**config.mk**
```make
export PLATFORM = sky130hd
export DESIGN_NAME = ring_input_flat
export DESIGN_NICKNAME = d
export VERILOG_FILES = /design/src/rtl/ring_input_if.sv /design/src/rtl/ring_input.sv /design/src/flat_wrapper.sv
export SDC_FILE = /design/constraint.sdc
export NUM_CORES = 1
export LEC_CHECK = 0
export ABC_AREA = 0
export ABC_CLOCK_PERIOD_IN_PS = 8800
export CAP_MARGIN = 40
export CORE_MARGIN = 2
export CORE_UTILIZATION = 40
export CTS_CLUSTER_SIZE = 28
export DETAILED_ROUTE_END_ITERATION = 8
export GPL_TIMING_DRIVEN = 0
export PLACE_DENSITY = 0.74
export SLEW_MARGIN = 20
export SYNTH_ARGS = -nofsm -noshare
export SYNTH_HDL_FRONTEND = slang
export SYNTH_SLANG_ARGS = --single-unit
```
**constraint.sdc**
```tcl
create_clock -name clk -period 8.8 [get_ports clk]
set_clock_uncertainty 0.05 [all_clocks]
set_input_delay 1.76 -clock clk [delete_from_list [all_inputs] [get_ports clk]]
set_output_delay 1.76 -clock clk [all_outputs]
set_load 0.05 [all_outputs]
```
**src/rtl/ring_input_if.sv**
```systemverilog
// Link and consumer-side signal bundle for one ring input channel.
interface ring_input_if #(
  parameter int DATA_WIDTH = 64
);
  logic                  polarity;
  logic                  si;
  logic                  ri;
  logic [DATA_WIDTH-1:0] di;
  logic                  request_pe_even;
  logic                  request_pe_odd;
  logic                  request_fwd_even;
  logic                  request_fwd_odd;
  logic                  grant_pe_even;
  logic                  grant_pe_odd;
  logic                  grant_fwd_even;
  logic                  grant_fwd_odd;
  logic [DATA_WIDTH-1:0] data_out_even;
  logic [DATA_WIDTH-1:0] data_out_odd;

  // The input buffer itself.
  modport slave (
    input  polarity, si, di,
    input  grant_pe_even, grant_pe_odd, grant_fwd_even, grant_fwd_odd,
    output ri,
    output request_pe_even, request_pe_odd, request_fwd_even, request_fwd_odd,
    output data_out_even, data_out_odd
  );

  // Upstream link plus the PE / forwarding consumers.
  modport master (
    output polarity, si, di,
    output grant_pe_even, grant_pe_odd, grant_fwd_even, grant_fwd_odd,
    input  ri,
    input  request_pe_even, request_pe_odd, request_fwd_even, request_fwd_odd,
    input  data_out_even, data_out_odd
  );
endinterface

```
**src/rtl/ring_input.sv**
```systemverilog
// Ring input channel: two single-entry VC buffers (even/odd) selected by the
// global polarity. Each packet is tagged at write time as PE-bound (hop == 0)
// or forward-bound (hop decremented by a right shift) and released on the
// rising edge of the matching consumer grant.
//
// state    | meaning
// ---------+----------------------------------------------
// EMPTY    | buffer free, link may write it in its phase
// FULL_PE  | holds a packet for the local PE
// FULL_FWD | holds a packet to forward on the ring
module ring_input #(
  parameter int DATA_WIDTH = 64,
  parameter int HOP_MSB    = 55,
  parameter int HOP_LSB    = 48
) (
  input  logic             clk,
  input  logic             rst,
  ring_input_if.slave      link
);

  localparam int HOP_W = HOP_MSB - HOP_LSB + 1;

  typedef enum logic [1:0] {
    EMPTY    = 2'd0,
    FULL_PE  = 2'd1,
    FULL_FWD = 2'd2
  } buf_state_e;

  // Index 0 = even buffer, index 1 = odd buffer.
  buf_state_e            state_q [2];
  buf_state_e            state_d [2];
  logic [DATA_WIDTH-1:0] data_q [2];
  logic [DATA_WIDTH-1:0] data_d [2];
  logic [1:0]            route_q, route_d;           // 1 = FWD, 0 = PE
  logic [1:0]            grant_prev_q, grant_prev_d;
  logic [1:0]            req_pe_q, req_pe_d;
  logic [1:0]            req_fwd_q, req_fwd_d;

  logic [1:0]            full;
  logic [1:0]            wr;
  logic [1:0]            grant_now;
  logic [1:0]            consume;
  logic [1:0]            grant_pe;
  logic [1:0]            grant_fwd;
  logic                  ri;
  logic [HOP_W-1:0]      hop;
  logic                  hop_zero;
  logic [DATA_WIDTH-1:0] wr_data;

  assign grant_pe  = {link.grant_pe_odd,  link.grant_pe_even};
  assign grant_fwd = {link.grant_fwd_odd, link.grant_fwd_even};

  // Next-state logic: hop rewrite, write/consume decode, request derivation.
  always_comb begin
    hop      = link.di[HOP_MSB:HOP_LSB];
    hop_zero = (hop == '0);
    wr_data  = link.di;
    if (!hop_zero) begin
      wr_data[HOP_MSB:HOP_LSB] = hop >> 1;
    end

    full[0] = (state_q[0] != EMPTY);
    full[1] = (state_q[1] != EMPTY);
    ri      = link.polarity ? ~full[1] : ~full[0];

    for (int i = 0; i < 2; i++) begin
      // Only the grant matching the stored route can release the buffer.
      grant_now[i]    = route_q[i] ? grant_fwd[i] : grant_pe[i];
      consume[i]      = full[i] & grant_now[i] & ~grant_prev_q[i];
      wr[i]           = link.si & ri & (link.polarity == 1'(i));

      state_d[i]      = state_q[i];
      data_d[i]       = data_q[i];
      route_d[i]      = route_q[i];
      grant_prev_d[i] = grant_now[i];

      if (consume[i]) begin
        state_d[i] = EMPTY;
      end
      // A write in the same cycle as a consume takes precedence.
      if (wr[i]) begin
        state_d[i] = hop_zero ? FULL_PE : FULL_FWD;
        data_d[i]  = wr_data;
        route_d[i] = ~hop_zero;
      end

      req_pe_d[i]  = (state_d[i] == FULL_PE);
      req_fwd_d[i] = (state_d[i] == FULL_FWD);
    end
  end

  // Buffer state, contents, grant history and registered requests.
  always_ff @(posedge clk or posedge rst) begin
    if (rst) begin
      for (int i = 0; i < 2; i++) begin
        state_q[i] <= EMPTY;
        data_q[i]  <= '0;
      end
      route_q      <= '0;
      grant_prev_q <= '0;
      req_pe_q     <= '0;
      req_fwd_q    <= '0;
    end else begin
      for (int i = 0; i < 2; i++) begin
        state_q[i] <= state_d[i];
        data_q[i]  <= data_d[i];
      end
      route_q      <= route_d;
      grant_prev_q <= grant_prev_d;
      req_pe_q     <= req_pe_d;
      req_fwd_q    <= req_fwd_d;
    end
  end

  assign link.ri               = ri;
  assign link.request_pe_even  = req_pe_q[0];
  assign link.request_pe_odd   = req_pe_q[1];
  assign link.request_fwd_even = req_fwd_q[0];
  assign link.request_fwd_odd  = req_fwd_q[1];
  assign link.data_out_even    = data_q[0];
  assign link.data_out_odd     = data_q[1];

endmodule
```
**src/flat_wrapper.sv**
```systemverilog
// flat-port wrapper written by rule: the top's interface ports become plain ports
module ring_input_flat 
#(
  parameter int DATA_WIDTH = 64,
  parameter int HOP_MSB    = 55,
  parameter int HOP_LSB    = 48
)
  (clk, rst, link_polarity, link_si, link_di, link_grant_pe_even, link_grant_pe_odd, link_grant_fwd_even, link_grant_fwd_odd, link_ri, link_request_pe_even, link_request_pe_odd, link_request_fwd_even, link_request_fwd_odd, link_data_out_even, link_data_out_odd);
  ring_input_if #(.DATA_WIDTH(DATA_WIDTH)) link_i ();
  input  logic clk;
  input  logic rst;
  input wire logic [$bits(link_i.polarity)-1:0] link_polarity;
  input wire logic [$bits(link_i.si)-1:0] link_si;
  input wire logic [$bits(link_i.di)-1:0] link_di;
  input wire logic [$bits(link_i.grant_pe_even)-1:0] link_grant_pe_even;
  input wire logic [$bits(link_i.grant_pe_odd)-1:0] link_grant_pe_odd;
  input wire logic [$bits(link_i.grant_fwd_even)-1:0] link_grant_fwd_even;
  input wire logic [$bits(link_i.grant_fwd_odd)-1:0] link_grant_fwd_odd;
  output wire logic [$bits(link_i.ri)-1:0] link_ri;
  output wire logic [$bits(link_i.request_pe_even)-1:0] link_request_pe_even;
  output wire logic [$bits(link_i.request_pe_odd)-1:0] link_request_pe_odd;
  output wire logic [$bits(link_i.request_fwd_even)-1:0] link_request_fwd_even;
  output wire logic [$bits(link_i.request_fwd_odd)-1:0] link_request_fwd_odd;
  output wire logic [$bits(link_i.data_out_even)-1:0] link_data_out_even;
  output wire logic [$bits(link_i.data_out_odd)-1:0] link_data_out_odd;
  assign link_i.polarity = link_polarity;
  assign link_i.si = link_si;
  assign link_i.di = link_di;
  assign link_i.grant_pe_even = link_grant_pe_even;
  assign link_i.grant_pe_odd = link_grant_pe_odd;
  assign link_i.grant_fwd_even = link_grant_fwd_even;
  assign link_i.grant_fwd_odd = link_grant_fwd_odd;
  assign link_ri = link_i.ri;
  assign link_request_pe_even = link_i.request_pe_even;
  assign link_request_pe_odd = link_i.request_pe_odd;
  assign link_request_fwd_even = link_i.request_fwd_even;
  assign link_request_fwd_odd = link_i.request_fwd_odd;
  assign link_data_out_even = link_i.data_out_even;
  assign link_data_out_odd = link_i.data_out_odd;
  ring_input #(.DATA_WIDTH(DATA_WIDTH), .HOP_MSB(HOP_MSB), .HOP_LSB(HOP_LSB)) u_core (.clk(clk), .rst(rst), .link(link_i));
endmodule
```
* Word level (Yosys, flattened, before mapping) *
Cells that the tools add are included.

word-level totals
  flip-flop bits (word level) = 140
  input bits = 72
  logic and storage cells = 38

cells by class
  eq/ne operators = 4
  muxes and demuxes = 9
  bitwise gates (word level) = 13
  reductions and logical operators = 3

operator list
  kind                                                                   count
  2-bit 2-to-1 mux                                                       5
  8-bit logical NOT                                                      1
  8-bit 2-to-1 mux                                                       1
  1-bit bitwise AND                                                      7
  1-bit NOT                                                              6
  2-bit by 1-bit equality test with 1-bit output, second input constant  2
  2-bit equality test, second input constant                             2
  2-bit nonzero test                                                     2
  1-bit 2-to-1 mux                                                       3

* Depth between registers and ports, before layout *
  word-level depth = 7
  depth in mapped cells = 5

* Worst setup path after synthesis *
OpenSTA, ideal clock, no wires.

  path kind = input to output
  start point = in link_polarity
  end point = out link_ri
  arrival = 2.972 ns
  required time = 6.990 ns
  slack = 4.018 ns
  cell stages on the path = 1
  buffers on the path = 0
  cell sequence = o31ai_1

between the ends
  cells in the longest elaborated chain, start to end = 1

ends and longest elaborated chain
  item              line                text
  start, declared   flat_wrapper.sv:12  input wire logic [$bits(link_i.polarity)-1:0] link_polarity;
  1-bit 2-to-1 mux  ring_input.sv:64    ri = link.polarity ? ~full[1] : ~full[0];
  end, declared     flat_wrapper.sv:19  output wire logic [$bits(link_i.ri)-1:0] link_ri;

Every way passes these cells.

* Worst setup path in the final report *
Ends and elaborated chain as after synthesis.

==> flow_metrics.py <==
metrics = {
    "critical_path": {
        "reg2reg_from": "u_core.state_q[2]$_DFF_PP0_",
        "critPathLaunchType": "input port",
        "crit_fanout": 6,
        "worst-path-buf-inv": 2,
        "required_ns": 6.99,
        "r2r_slack_ns": 7.07,
        "crit_chain": "clkdlybuf4s50_1 > o31ai_1 > clkdlybuf4s50_1",
        "arrival_ns": 3.41,
        "crit_family": "buffers and inverters",
        "r2r_end": "u_core.link.data_out_even[45]$_DFFE_PP0P_",
        "critPathKind": "input port to output pin",
        "slowest_delay_ns": 0.88,
        "path_common_cell": "clkdlybuf4s50_1",
        "ff2ff_path_depth": 5,
        "slowest_stage": "clkdlybuf4s50_1",
        "cp-end-kind": "output pin",
    },
    "global_routing": {
        "overflow": 0,
        "grt_util_all_layers_pct": 20.0,
        "antenna_found_initial": 0,
        "grt_max_degree": 78,
        "grt_pass1_wl_mm": 22.1,
        "grt_pass1_vias": 4234,
    },
    "cts": {
        "clock_path_buffers": 2,
        "post_cts.repair.setup_buffers": 0,
        "ctsHoldBuffers": 0,
        "cts_root_buf": "clkbuf_16",
        "cts_buffers": 17,
        "clk_latency_ns": 0.41,
        "post_cts_resized": 0,
        "clk_pin_slew_ns": 0.06,
        "cts_sinks": 140,
        "cts_tree": "built",
        "cts_max_level": 4,
    },
    "sta": {
        "max_freq_mhz": 192,
        "hold_viol_final": 0,
        "setup_viol_count_final": 0,
        "rsz0062_at_grt": "no",
        "tns_ns": 0,
        "relSlewSlack_pct": 63.1,
        "fin_crit_ns": 5.22,
        "period_share_pct": 59.3,
        "tightest_slew_ns": 0.552,
        "drv_slew": 0,
    },
    "synth": {
        "synth.cell_area_um2": 5270,
        "syn_nets": 518,
        "synthCells": 446,
        "synth_seq_area_share_pct": 66.5,
        "synth_seq_cells": 140,
        "synth_edf_count": 0,
        "avgSynthCellArea_um2": 11.8,
        "synth_top_area_share_pct": 66.5,
        "synth_common_cells": "nand2_1 (192), dfrtp_1 (140), mux2_2 (63)",
        "synthFlopType": "dfrtp_1",
        "synthMostInstantiatedCell": "nand2_1",
        "synth_area_leader_cell": "dfrtp_1",
        "ys_async_sr_fraction_pct": 100,
        "synth.distinct_cells": 23,
        "yosysWarnings": 0,
        "ys_top_cells_by_area": "dfrtp_1 (67%), nand2_1 (14%), mux2_2 (13%)",
    },
    "floorplanning": {
        "pin_count": 205,
        "coreArea_um2": 12700,
        "rows": 41,
        "dieHeight_um": 119,
        "start_util_pct": 41.4,
        "die_w_um": 119,
        "dieArea_um2": 14100,
    },
    "power_and_ir_drop": {
        "power_density_nw_per_um2": 402,
        "p_seq_share_pct": 29.8,
        "p_sw_share_pct": 42.6,
        "internal_power_mw": 1.89,
        "comb_power_share_pct": 47.4,
        "clock_power_share_pct": 22.7,
        "p_leak_nw": 3.76,
        "max-vdd-ir-drop_mv": 0.220,
        "switching_power_mw": 1.40,
    },
    "cells_and_area": {
        "synthToLayoutAreaGrowth_pct": 55.3,
        "stdcell_count": 855,
        "nets": 742,
        "diodes": 0,
        "drive_gt1_share_pct": 16.3,
    },
    "route": {
        "post_drt_wl_per_cell_um": 15.8,
        "drc": 0,
        "viasPerCell": 4.73,
        "routed_wl_mm": 13.5,
        "drtIter0Drc": 203,
        "vias": 4043,
        "antenna_left": 0,
        "firstDrtPassIters": 4,
    },
    "min_path": {
        "hold_path_end": "u_core.link.data_out_even[37]$_DFFE_PP0P_",
        "min_path_type": "flip-flop to flip-flop",
        "worstHoldPathCells": 2,
        "hp-start": "u_core.link.data_out_even[37]$_DFFE_PP0P_",
    },
    "place": {
        "hpwl_mm": 9.85,
        "io_buffers": 204,
        "place_congestion": 0.791,
        "place_inst": 823,
    },
    "status": {
        "status": "complete, no violations",
    },
    "flow_run": {
        "drv_cap": 0,
    },
}
sequential cells by signal, summed over array words and instances, names as in the netlist:
signal,flops
u_core.grant_prev_q,2
u_core.req_fwd_q,2
u_core.link.data_out_even,64
u_core.route_q,2
u_core.req_pe_q,2
u_core.link.data_out_odd,64
u_core.state_q,4
area by class of cell:
type / instances / area [um^2]
clock inverters: 7 / 135
plain buffers: 21 / 139
well taps: 172 / 215
fillers: 1041 / 4540
multi-input cells: 282 / 1610
inverters: 3 / 18.8
flip-flops and latches: 140 / 3500
repair buffers: 205 / 2070
clock buffers: 25 / 485
worst min-delay path: stages (launching register included):
cell	delay, ns
dfrtp_1	0.34
nand2_1	0.05
nand2_1	0.06
logic make-up after synthesis:
kind of cell / Yosys count / synth area share (%)
AND/OR/NAND/NOR: 204 / 15.2
flip-flops: 140 / 66.5
multiplexers: 65 / 13.9
buffers and inverters: 24 / 2.85
AO/OA/AOI/OAI: 13 / 1.52
worst max-delay path by stage:
stage | startpoint | endpoint | slack (ns) | cells past startpoint
2_1_floorplan | rst | u_core.grant_prev_q[0]$_DFF_PP0_ | 3.24 | 1
3_3_place_gp | rst | u_core.link.data_out_even[47]$_DFFE_PP0P_ | 1.47 | 2
3_5_place_dp | link_polarity | link_ri | 3.60 | 3
4_1_cts | link_polarity | link_ri | 3.58 | 3
5_1_grt | link_polarity | link_ri | 3.50 | 3
6_report | link_polarity | link_ri | 3.58 | 3
cell usage in the layout, fill, tap and decap left out, drive strengths merged:
cell type and instances:
a21boi 2, and2 2, and4bb 1, buf 19, bufinv 4, clkbuf 28
clkdlybuf4s50 204, clkinv 3, dfrtp 140, inv 3, mux2 63, mux2i 2
nand2 192, nand3 3, nor2 1, nor2b 1, nor4 2, nor4b 1
o21a 2, o21ai 6, o22ai 2, o31ai 1, or4b 1
power groups by stage:
| stage | combinational (mW) | clock [mW] | sequential [mW] |
|---|---|---|---|
| 6_report | 1.56 | 0.747 | 0.981 |
| 3_3_place_gp | 1.55 | 0 | 0.979 |
| 5_1_grt | 1.62 | 0.797 | 1.01 |
| 3_5_place_dp | 1.57 | 0 | 0.993 |
| 4_1_cts | 1.57 | 0.759 | 0.984 |
| 2_1_floorplan | 0.239 | 0 | 1.75 |
per-layer routing:
layer  up-vias  share of wire (%)  global-route usage [%]
li1       1893                  -                       -
met1      1985                 41                    24.2
met2       140                 49                    32.3
met3        25                7.9                    7.87
met4         0                1.9                    7.59
met5         -                  0                       0
stage by stage:
stage / total power, mW / utilization, % / hold WS (ns) / area (um^2) / setup slack (ns)
final: 3.29 / 64.3 / 0.422 / 8180 / 3.58
after global routing: 3.43 / 64.3 / 0.446 / 8180 / 3.50
after CTS: 3.32 / 64.3 / 0.426 / 8180 / 3.58
after detailed placement: 2.56 / 59.4 / 0.411 / 7560 / 3.60
after global placement: 2.53 / 59.1 / 0.408 / 7520 / 1.47
after floorplan: 1.98 / - / 0.405 / 5270 / 3.24
Power figures use the tool's default switching activity.
